File: config.mk
export PLATFORM = sky130hd
export DESIGN_NAME = pipe_ctrl_sequencer
export DESIGN_NICKNAME = d
export VERILOG_FILES = /design/src/rtl/pipe_ctrl_pkg.sv /design/src/rtl/pipe_ctrl_sequencer_hazard.sv /design/src/rtl/pipe_ctrl_sequencer.sv
export SDC_FILE = /design/constraint.sdc
export NUM_CORES = 1
export LEC_CHECK = 0
export CAP_MARGIN = 20
export CORE_MARGIN = 5
export CORE_UTILIZATION = 49
export CTS_BUF_LIST = sky130_fd_sc_hd__clkbuf_2 sky130_fd_sc_hd__clkbuf_4 sky130_fd_sc_hd__clkbuf_8
export CTS_CLUSTER_SIZE = 40
export DETAILED_ROUTE_END_ITERATION = 8
export PLACE_DENSITY = 0.82
export SYNTH_ARGS = -nofsm -noshare
export SYNTH_HDL_FRONTEND = slang
export SYNTH_SLANG_ARGS = --single-unit
File: constraint.sdc
create_clock -name clk -period 2.6 [get_ports clk]
set_clock_uncertainty 0.05 [all_clocks]
set_input_delay 0.52 -clock clk [delete_from_list [all_inputs] [get_ports clk]]
set_output_delay 0.52 -clock clk [all_outputs]
set_load 0.05 [all_outputs]
File: src/rtl/pipe_ctrl_pkg.sv
// Shared encodings for the control-pipeline sequencer: opcodes, control-word
// bit positions, redirect-source codes and the sequencer FSM state type.
package pipe_ctrl_pkg;

    localparam logic [3:0] OP_NOP  = 4'd0;
    localparam logic [3:0] OP_ALU  = 4'd1;
    localparam logic [3:0] OP_LW   = 4'd2;
    localparam logic [3:0] OP_SW   = 4'd3;
    localparam logic [3:0] OP_JR   = 4'd4;
    localparam logic [3:0] OP_JMEM = 4'd5;
    localparam logic [3:0] OP_BRZ  = 4'd6;
    localparam logic [3:0] OP_BRN  = 4'd7;

    localparam int EX_W  = 5;
    localparam int MEM_W = 7;
    localparam int WB_W  = 3;
    localparam int REG_W = 6;

    // EX word: {ALUOP[2:0], MemRead, MemWrite}
    localparam int EX_MEMWRITE = 0;
    localparam int EX_MEMREAD  = 1;
    localparam int EX_ALUOP_LO = 2;
    localparam int EX_ALUOP_HI = 4;

    // MEM word: {RegWrite, MemToReg, PCtoReg, Jump, JumpMem, BranchN, BranchZ}
    localparam int MEM_BRANCHZ  = 0;
    localparam int MEM_BRANCHN  = 1;
    localparam int MEM_JUMPMEM  = 2;
    localparam int MEM_JUMP     = 3;
    localparam int MEM_PCTOREG  = 4;
    localparam int MEM_MEMTOREG = 5;
    localparam int MEM_REGWRITE = 6;

    localparam logic [1:0] RSRC_NONE   = 2'b00;
    localparam logic [1:0] RSRC_JUMP   = 2'b01;
    localparam logic [1:0] RSRC_JMEM   = 2'b10;
    localparam logic [1:0] RSRC_BRANCH = 2'b11;

    typedef enum logic {
        ST_RUN      = 1'b0,
        ST_MEM_WAIT = 1'b1
    } seq_state_t;

    // An instruction in MEM touches data memory if it loads, stores or jumps via memory.
    function automatic logic uses_dmem(input logic [1:0] rw, input logic [MEM_W-1:0] mem_ctl);
        return rw[1] | rw[0] | mem_ctl[MEM_JUMPMEM];
    endfunction

endpackage

File: src/rtl/pipe_ctrl_sequencer_hazard.sv
// Load-use detector: the instruction in EX is a load whose destination is a
// source of the valid instruction in ID.
module pipe_hazard_detect
    import pipe_ctrl_pkg::*;
(
    input  logic             ex_vld,
    input  logic             ex_memread,
    input  logic             id_valid,
    input  logic [REG_W-1:0] ex_rd,
    input  logic [REG_W-1:0] id_rs,
    input  logic [REG_W-1:0] id_rt,
    output logic             stall_ld
);

    // Register 0 is compared like any other register.
    assign stall_ld = ex_vld & ex_memread & id_valid &
                      ((ex_rd == id_rs) | (ex_rd == id_rt));

endmodule

File: src/rtl/pipe_ctrl_sequencer.sv
// Control-pipeline sequencer: carries decoder control words through ID/EX,
// EX/MEM and MEM/WB, handles memory freeze, redirects and load-use stalls.
module pipe_ctrl_sequencer
    import pipe_ctrl_pkg::*;
#(
    parameter int MEM_TIMEOUT = 16,
    parameter int CNT_W       = 16
) (
    input  logic              clk,
    input  logic              reset,
    input  logic              id_valid,
    input  logic [EX_W-1:0]   id_ex_ctl,
    input  logic [MEM_W-1:0]  id_mem_ctl,
    input  logic [REG_W-1:0]  id_rd,
    input  logic [REG_W-1:0]  id_rs,
    input  logic [REG_W-1:0]  id_rt,
    input  logic              ex_z,
    input  logic              ex_n,
    input  logic              mem_ready,
    output logic              pc_write,
    output logic              ifid_write,
    output logic              ifid_flush,
    output logic [EX_W-1:0]   ex_ctl_q,
    output logic [MEM_W-1:0]  exmem_ctl_q,
    output logic [1:0]        exmem_rw_q,
    output logic [WB_W-1:0]   wb_ctl_q,
    output logic [REG_W-1:0]  wb_rd_q,
    output logic              redirect,
    output logic [1:0]        redirect_src,
    output logic              mem_err,
    output logic [CNT_W-1:0]  stall_cnt
);

    localparam int WCNT_W = $clog2(MEM_TIMEOUT + 1);

    seq_state_t        state, state_nxt;
    logic [WCNT_W-1:0] wait_cnt, wait_cnt_nxt;

    logic              vld_p0;
    logic [EX_W-1:0]   ex_ctl_p0;
    logic [MEM_W-1:0]  mem_ctl_p0;
    logic [REG_W-1:0]  rd_p0;

    logic              vld_p1;
    logic [1:0]        rw_p1;
    logic [MEM_W-1:0]  mem_ctl_p1;
    logic [REG_W-1:0]  rd_p1;
    logic              z_p1;
    logic              n_p1;

    logic [WB_W-1:0]   wb_ctl_p2;
    logic [REG_W-1:0]  rd_p2;

    logic mem_pend, freeze, stall_ld, ld_stall;
    logic take_jump, take_jmem, take_br;

    function automatic logic [CNT_W-1:0] sat_inc_stall(input logic [CNT_W-1:0] v);
        return (&v) ? v : v + CNT_W'(1);
    endfunction

    function automatic logic [WCNT_W-1:0] sat_inc_wait(input logic [WCNT_W-1:0] v);
        return (v >= WCNT_W'(MEM_TIMEOUT)) ? v : v + WCNT_W'(1);
    endfunction

    pipe_hazard_detect u_hazard (
        .ex_vld     (vld_p0),
        .ex_memread (ex_ctl_p0[EX_MEMREAD]),
        .id_valid   (id_valid),
        .ex_rd      (rd_p0),
        .id_rs      (id_rs),
        .id_rt      (id_rt),
        .stall_ld   (stall_ld)
    );

    // Priority: memory freeze, then redirect, then load-use, else advance.
    assign mem_pend  = vld_p1 & uses_dmem(rw_p1, mem_ctl_p1);
    assign freeze    = mem_pend & ~mem_ready;
    assign take_jump = vld_p1 & ~freeze & mem_ctl_p1[MEM_JUMP];
    assign take_jmem = vld_p1 & ~freeze & mem_ctl_p1[MEM_JUMPMEM] & mem_ready;
    assign take_br   = vld_p1 & ~freeze &
                       ((mem_ctl_p1[MEM_BRANCHZ] & z_p1) | (mem_ctl_p1[MEM_BRANCHN] & n_p1));
    assign redirect  = take_jump | take_jmem | take_br;
    assign ld_stall  = stall_ld & ~freeze & ~redirect;

    assign pc_write   = ~(freeze | ld_stall);
    assign ifid_write = ~(freeze | ld_stall);
    assign ifid_flush = redirect;

    always_comb begin
        redirect_src = RSRC_NONE;
        if (take_jump)
            redirect_src = RSRC_JUMP;
        else if (take_jmem)
            redirect_src = RSRC_JMEM;
        else if (take_br)
            redirect_src = RSRC_BRANCH;
    end

    always_comb begin
        state_nxt    = state;
        wait_cnt_nxt = '0;
        case (state)
            ST_RUN:      if (freeze) state_nxt = ST_MEM_WAIT;
            ST_MEM_WAIT: if (mem_ready) state_nxt = ST_RUN;
            default:     state_nxt = ST_RUN;
        endcase
        // Counts every not-ready cycle of the access, including the entry cycle.
        if (state_nxt == ST_MEM_WAIT)
            wait_cnt_nxt = sat_inc_wait(wait_cnt);
    end

    always_ff @(posedge clk) begin
        if (reset) begin
            state      <= ST_RUN;
            wait_cnt   <= '0;
            mem_err    <= 1'b0;
            stall_cnt  <= '0;
            vld_p0     <= 1'b0;
            ex_ctl_p0  <= '0;
            mem_ctl_p0 <= '0;
            rd_p0      <= '0;
            vld_p1     <= 1'b0;
            rw_p1      <= '0;
            mem_ctl_p1 <= '0;
            rd_p1      <= '0;
            z_p1       <= 1'b0;
            n_p1       <= 1'b0;
            wb_ctl_p2  <= '0;
            rd_p2      <= '0;
        end else begin
            state    <= state_nxt;
            wait_cnt <= wait_cnt_nxt;
            if ((state_nxt == ST_MEM_WAIT) && (wait_cnt_nxt == WCNT_W'(MEM_TIMEOUT)))
                mem_err <= 1'b1;
            if (!pc_write)
                stall_cnt <= sat_inc_stall(stall_cnt);

            if (freeze) begin
                // ID/EX and EX/MEM hold; WB sees a bubble.
                wb_ctl_p2 <= '0;
                rd_p2     <= '0;
            end else begin
                // ---- EX/MEM -> MEM/WB ----
                wb_ctl_p2 <= {mem_ctl_p1[MEM_REGWRITE], mem_ctl_p1[MEM_MEMTOREG],
                              mem_ctl_p1[MEM_PCTOREG]};
                rd_p2     <= rd_p1;
                if (redirect) begin
                    vld_p1     <= 1'b0;
                    rw_p1      <= '0;
                    mem_ctl_p1 <= '0;
                    rd_p1      <= '0;
                    z_p1       <= 1'b0;
                    n_p1       <= 1'b0;
                    vld_p0     <= 1'b0;
                    ex_ctl_p0  <= '0;
                    mem_ctl_p0 <= '0;
                    rd_p0      <= '0;
                end else begin
                    // ---- ID/EX -> EX/MEM ----
                    vld_p1     <= vld_p0;
                    rw_p1      <= {ex_ctl_p0[EX_MEMREAD], ex_ctl_p0[EX_MEMWRITE]};
                    mem_ctl_p1 <= mem_ctl_p0;
                    rd_p1      <= rd_p0;
                    z_p1       <= ex_z;
                    n_p1       <= ex_n;
                    // ---- ID -> ID/EX ----
                    if (ld_stall) begin
                        vld_p0     <= 1'b0;
                        ex_ctl_p0  <= '0;
                        mem_ctl_p0 <= '0;
                        rd_p0      <= '0;
                    end else begin
                        vld_p0     <= id_valid;
                        ex_ctl_p0  <= id_valid ? id_ex_ctl  : '0;
                        mem_ctl_p0 <= id_valid ? id_mem_ctl : '0;
                        rd_p0      <= id_valid ? id_rd      : '0;
                    end
                end
            end
        end
    end

    assign ex_ctl_q    = ex_ctl_p0;
    assign exmem_ctl_q = mem_ctl_p1;
    assign exmem_rw_q  = rw_p1;
    assign wb_ctl_q    = wb_ctl_p2;
    assign wb_rd_q     = rd_p2;

endmodule

After elaboration in Yosys (flattened, before gate mapping):

Index checks and enable logic that the tools add are counted.

* word-level logic and storage cells: 78
* input bits: 36
* register bits: 69
* output and inout bits: 46

* bitwise logic cells: 27
* add/subtract/negate cells: 2
* reduce and logical (&&, ||, !) cells: 4
* muxes and demuxes: 25
* order comparisons: 1
* equality and inequality tests: 3

Operator list (number)
* $mux W7: 4
* $mux W5: 5
* $mux W6: 4
* $add A16 B1 Y16 const B: 1
* $reduce_and A16 Y1: 1
* $and A1 B1 Y1: 14
* $eq A6 B6 Y1: 2
* $mux W2: 4
* $mux W1: 7
* $or A1 B1 Y1: 7
* $not A1 Y1: 6
* $add A5 B1 Y5 const B: 1
* $eq A5 B5 Y1 const B: 1
* $ge A5 B5 Y1 const B: 1
* $pmux W1 S2: 1
* $reduce_and A2 Y1: 1
* $reduce_or A2 Y1: 1
* $logic_and A1 B1 Y1: 1

Depth between registers and ports, before layout:

* depth after elaboration: 14
* mapped depth: 9

Hierarchy:

From an unflattened synthesis, not the netlist that was laid out.

* cells, all modules: 283
* area total of the unflattened synthesis: 2834.0 um^2

Modules (own cells, without submodules)
* pipe_ctrl_sequencer: seq. area each 1381.3 um^2, area each 2693.8 um^2, instances 1, cells an instance 265
* pipe_hazard_detect: seq. area each 0.0 um^2, area each 140.1 um^2, instances 1, cells an instance 18

Worst setup path after synthesis:

OpenSTA, ideal clock, no wires.

* path type: flip-flop to output port
* start point: register rw_p1[0] (netlist: exmem_rw_q[0])
* end point: output port redirect_src[1]
* path buffers: 1
* arrival time: 2.233 ns
* stages on the path, launching flop included: 5
* setup slack: -0.203 ns
* cells stage by stage: dfxtp_1 o31ai_2 clkbuf_1 nand2_1 a21oi_1

* word-level cells in the longest chain between the ends: 10

Ends and longest elaborated chain
* from (decl): line pipe_ctrl_sequencer.sv:45 `logic [1:0] rw_p1;`
* from (signal assigned): line pipe_ctrl_sequencer.sv:161 `rw_p1 <= {ex_ctl_p0[EX_MEMREAD], ex_ctl_p0[EX_MEMWRITE]};`
* $or A1 B1 Y1 * (2 in a row): line pipe_ctrl_pkg.sv:46 `return rw[1] | rw[0] | mem_ctl[MEM_JUMPMEM];`
* $and A1 B1 Y1 *: line pipe_ctrl_sequencer.sv:76 `assign mem_pend = vld_p1 & uses_dmem(rw_p1, mem_ctl_p1);`
* $and A1 B1 Y1 *: line pipe_ctrl_sequencer.sv:77 `assign freeze = mem_pend & ~mem_ready;`
* $not A1 Y1 *: line pipe_ctrl_sequencer.sv:78, pipe_ctrl_sequencer.sv:79, pipe_ctrl_sequencer.sv:80
* $and A1 B1 Y1 *: line pipe_ctrl_sequencer.sv:78, pipe_ctrl_sequencer.sv:79, pipe_ctrl_sequencer.sv:80
* $and A1 B1 Y1, on equally long branches: line pipe_ctrl_sequencer.sv:80, pipe_ctrl_sequencer.sv:79
* $mux W2 or $and A1 B1 Y1 (tied branches): line pipe_ctrl_sequencer.sv:95, pipe_ctrl_sequencer.sv:79
* $mux W2: line pipe_ctrl_sequencer.sv:93 `else if (take_jmem)`
* $mux W2 *: line pipe_ctrl_sequencer.sv:91 `if (take_jump)`
* to (decl): line pipe_ctrl_sequencer.sv:29 `output logic [1:0] redirect_src,`

Mark *: on every way between the ends. The rest lies on a longest branch, timed or not.

Final worst setup path:

* start point: register rd_p0[4]
* end point: output port pc_write

* word-level cells in the longest chain between the ends: 7

Ends and longest elaborated chain
* from (decl): line pipe_ctrl_sequencer.sv:42 `logic [REG_W-1:0] rd_p0;`
* from (signal assigned): line pipe_ctrl_sequencer.sv:176 `rd_p0 <= id_valid ? id_rd : '0;`
* $eq A6 B6 Y1: line pipe_ctrl_sequencer_hazard.sv:17 `((ex_rd == id_rs) | (ex_rd == id_rt));`
* $or A1 B1 Y1 *: line pipe_ctrl_sequencer_hazard.sv:17
* $and A1 B1 Y1 *: line pipe_ctrl_sequencer_hazard.sv:16 `assign stall_ld = ex_vld & ex_memread & id_valid &`
* $and A1 B1 Y1 * (2 in a row): line pipe_ctrl_sequencer.sv:83 `assign ld_stall = stall_ld & ~freeze & ~redirect;`
* $or A1 B1 Y1 *: line pipe_ctrl_sequencer.sv:85 `assign pc_write = ~(freeze | ld_stall);`
* $not A1 Y1 *: line pipe_ctrl_sequencer.sv:85
* to (decl): line pipe_ctrl_sequencer.sv:20 `output logic pc_write,`

Marks and branches as above.

==> results.yml <==
synth:
  synthesis.area_mm2: 0.002903
  synth_top_flop_cell: "dfxtp_1"
  yosys.area.top_type_share_pct: 47.59
  synth-seq-cells: 69
  synth_nets: 375
  synth_adder_area_share_pct: 1.293
  synth-compound-area-share_pct: 15.91
  synth-xor-area-share_pct: 6.034
  synth_most_common_cell: "dfxtp_1"
  synth.mux.area_fraction_pct: 1.466
  synth_edf_count: 0
  ys_types: 46
  syn_inst: 336
  synth-simple-area-share_pct: 22.93
  synth_largest_area_cell: "dfxtp_1"
  synth_area_per_cell_um2: 8.639
  ys_top_cells_by_area: "dfxtp_1, nor2_1, a22oi_1"
  synth_top_family_by_area: "simple AND/OR/NAND/NOR gates"
  yosys_warnings: 0
  synth-seq-area-share_pct: 47.59
  async_reset_ff_share_pct: 0
  synth_common_cells: "dfxtp_1, nor2_1, a21oi_1, nand2_1, nand3_1"
clock_tree:
  root_buffer: "clkbuf_8"
  clk_path_buf_depth: 2
  cts_max_level: 3
  numClockSinks: 69
  cts.clk_slew.worst_paths_ns: 0.07
  cts_tree: "built"
  clock_latency_ns: 0.35
  cts_buffers: 9
sta:
  min_period_ns: 2.544
  fmax_ghz: 0.3931
  setup_viol_count_final: 0
  report.final.slew_viol_count: 0
  finalSetupTns_ns: 0
  timing.final.crit_share_pct: 97.85
  finalHoldViolations: 0
  relSlewSlack_pct: 55.86
  worstMarginPinSlew_ns: 0.6596
final_layout:
  regArea_mm2: 0.001386
  num-fill-cells: 434
  multi_input_area_mm2: 0.001463
  synthToLayoutAreaGrowth_pct: 48.45
  drive_above_1_share_pct: 16.63
  fin_util_pct: 73.65
  diodes: 0
  nets: 473
  stdcell_count: 514
outcome:
  status: "finished clean"
power_and_ir_drop:
  power_switching_mw: 0.5488
  swShare_pct: 22.11
  ir_worst_vdd_uv: 398.2
  power.share.combinational_pct: 8.9
  cellLeakagePower_nw: 1.695
  power.share.sequential_pct: 44.5
  clkPwrFrac_pct: 46.6
  internal-power_mw: 1.933
  p_per_area_mw_per_mm2: 575.9
global_routing:
  grt-busiest-layer: "met2"
  grt_pass1_vias: 2622
  use_met2_pct: 36.02
  track_usage_pct: 20.91
  gr-usage-met3_pct: 3.406
  grt_overflow_total: 0
  grt_max_degree: 24
  grt_pass1_wl_um: 12390
  met1_usage_pct: 25.06
  antenna_found_initial: 0
floorplanning:
  rows: 28
  core_area_mm2: 0.005851
  fp.dieH_um: 86.97
  start_util_pct: 49.62
  ios: 82
  die-area_mm2: 0.007563
  die_width_um: 86.97
setup_path:
  required_ns: 2.03
  crit_buf_inv: 2
  cp_max_fo: 4
  worstPathArrival_ns: 1.97
  worstPathCellList: "xnor2_1 -> nand4_1 -> nor4_4 -> nor2_2 -> o21ai_2 -> inv_2 -> buf_8"
  cpPeakStageDelay_ns: 0.43
  cp-end-kind: "primary output"
  worstSetupPathType: "reg2out"
  critPathSlowestCell: "dfxtp_1"
  crit_path_start_kind: "flip-flop"
  critPathTopFamily: "simple AND/OR/NAND/NOR gates"
placement:
  dpl.cell_count: 492
  dp_hpwl_um: 5385
  io_buffer_count: 81
  routabilityCongestion: 0.8060
detailed_routing:
  wirelength_um: 7980
  drc: 0
  avgRoutedWirePerCell_um: 15.53
  first_iter_violations: 241
  dr_total_vias: 2801
  viasPerCell: 5.449
  drtPass1Iterations: 4
  postRouteAntennaNets: 0
run:
  max_cap_viol_count: 0
worst_hold_path:
  hold_class: "reg2reg"
what timing repair did:
item | in CTS | in global routing
endpoints found under the setup margin | 2 | 5
setup buffers | 3 | 3
hold buffers | 0 | 0
gates cloned | 0 | 0
resized for setup | 4 | 25
pin swaps | 4 | 11
power groups by stage:
stage / logic, mW / clock network, mW / registers [mW]
4_1_cts: 0.214 / 1.16 / 1.10
2_1_floorplan: 0.0772 / 0 / 1.15
6_report: 0.222 / 1.16 / 1.10
5_1_grt: 0.236 / 1.22 / 1.11
3_3_place_gp: 0.207 / 0 / 1.12
3_5_place_dp: 0.211 / 0 / 1.13
sequential cells by signal, summed over array words and instances (netlist names), 2 cells and up:
| register | count |
|---|---|
| mem_ctl_p0 | 7 |
| rd_p1 | 6 |
| ex_ctl_q | 5 |
| rd_p0 | 6 |
| exmem_ctl_q | 7 |
| exmem_rw_q | 2 |
| wait_cnt | 5 |
| stall_cnt | 16 |
| wb_ctl_q | 3 |
| wb_rd_q | 6 |
layer usage:
metal,routed length [um],share of wire [%]
met1,3314,42
met2,3997,50
met3,464,5.8
met4,204,2.6
met5,0,0
worst paths after layout:
| check | startpoint | endpoint | slack [ns] | cells past startpoint |
|---|---|---|---|---|
| worst min register to register | rd_p1[5] | rd_p1[5] | 0.40 | 2 |
| worst max register to register | rd_p0[4] | stall_cnt[13] | 0.12 | 9 |
| worst max-delay path | rd_p0[4] | pc_write | 0.06 | 7 |
| worst min-delay path | rd_p1[5] | rd_p1[5] | 0.40 | 2 |
logic make-up (layout without fill, tap and decap cells):
kind of cell,count (synthesis),in the layout
buf+inv,31,134
flops,69,69
simple gates,138,138
mux,4,4
fa+ha+maj,3,3
compound gates,71,71
xor+xnor,20,20
tightest hold or removal path: stages, from the launching register on:
cell     delay [ns]
dfxtp_1        0.31
nand2_1        0.05
a21oi_1        0.05
final cells by class:
cell class	count	share of cell area [%]
Inverter	12	1.132
Sequential cell	69	32.17
Tap cell	75	2.178
Clock buffer	10	3.049
Multi-Input combinational cell	236	33.94
Clock inverter	6	3.136
Timing Repair Buffer	106	24.39
placed cells by master, fill, tap and decap left out, types with 3 or more instances in the layout:
cell and n:
o21ai_0 7, nor2_1 45, buf_12 3, buf_4 26, nor2b_1 5, xor2_1 9
dfxtp_1 65, and4_1 3, or4_1 4, bufinv_16 4, clkdlybuf4s50_1 66, inv_1 10
ha_1 3, xnor2_2 3, clkbuf_8 9, clkinvlp_4 3, a21oi_1 27, dlymetal6s2s_1 8
and2_1 9, dfxtp_2 4, nand2_1 28, nand4_1 5, a22oi_1 20, nand3_1 22
xnor2_1 8
per-stage QoR:
step	hold WS [ns]	power, mW	setup WS (ns)	cell area, um2
2_1_floorplan	0.3773	1.230	0.01866	2915
3_3_place_gp	0.3833	1.331	-0.1995	3886
3_5_place_dp	0.3877	1.336	-0.3276	3886
4_1_cts	0.3991	2.474	-0.007249	4190
5_1_grt	0.4297	2.564	-0.0009068	4309
6_report	0.3996	2.482	0.05601	4309
Power figures use the tool's default switching activity.
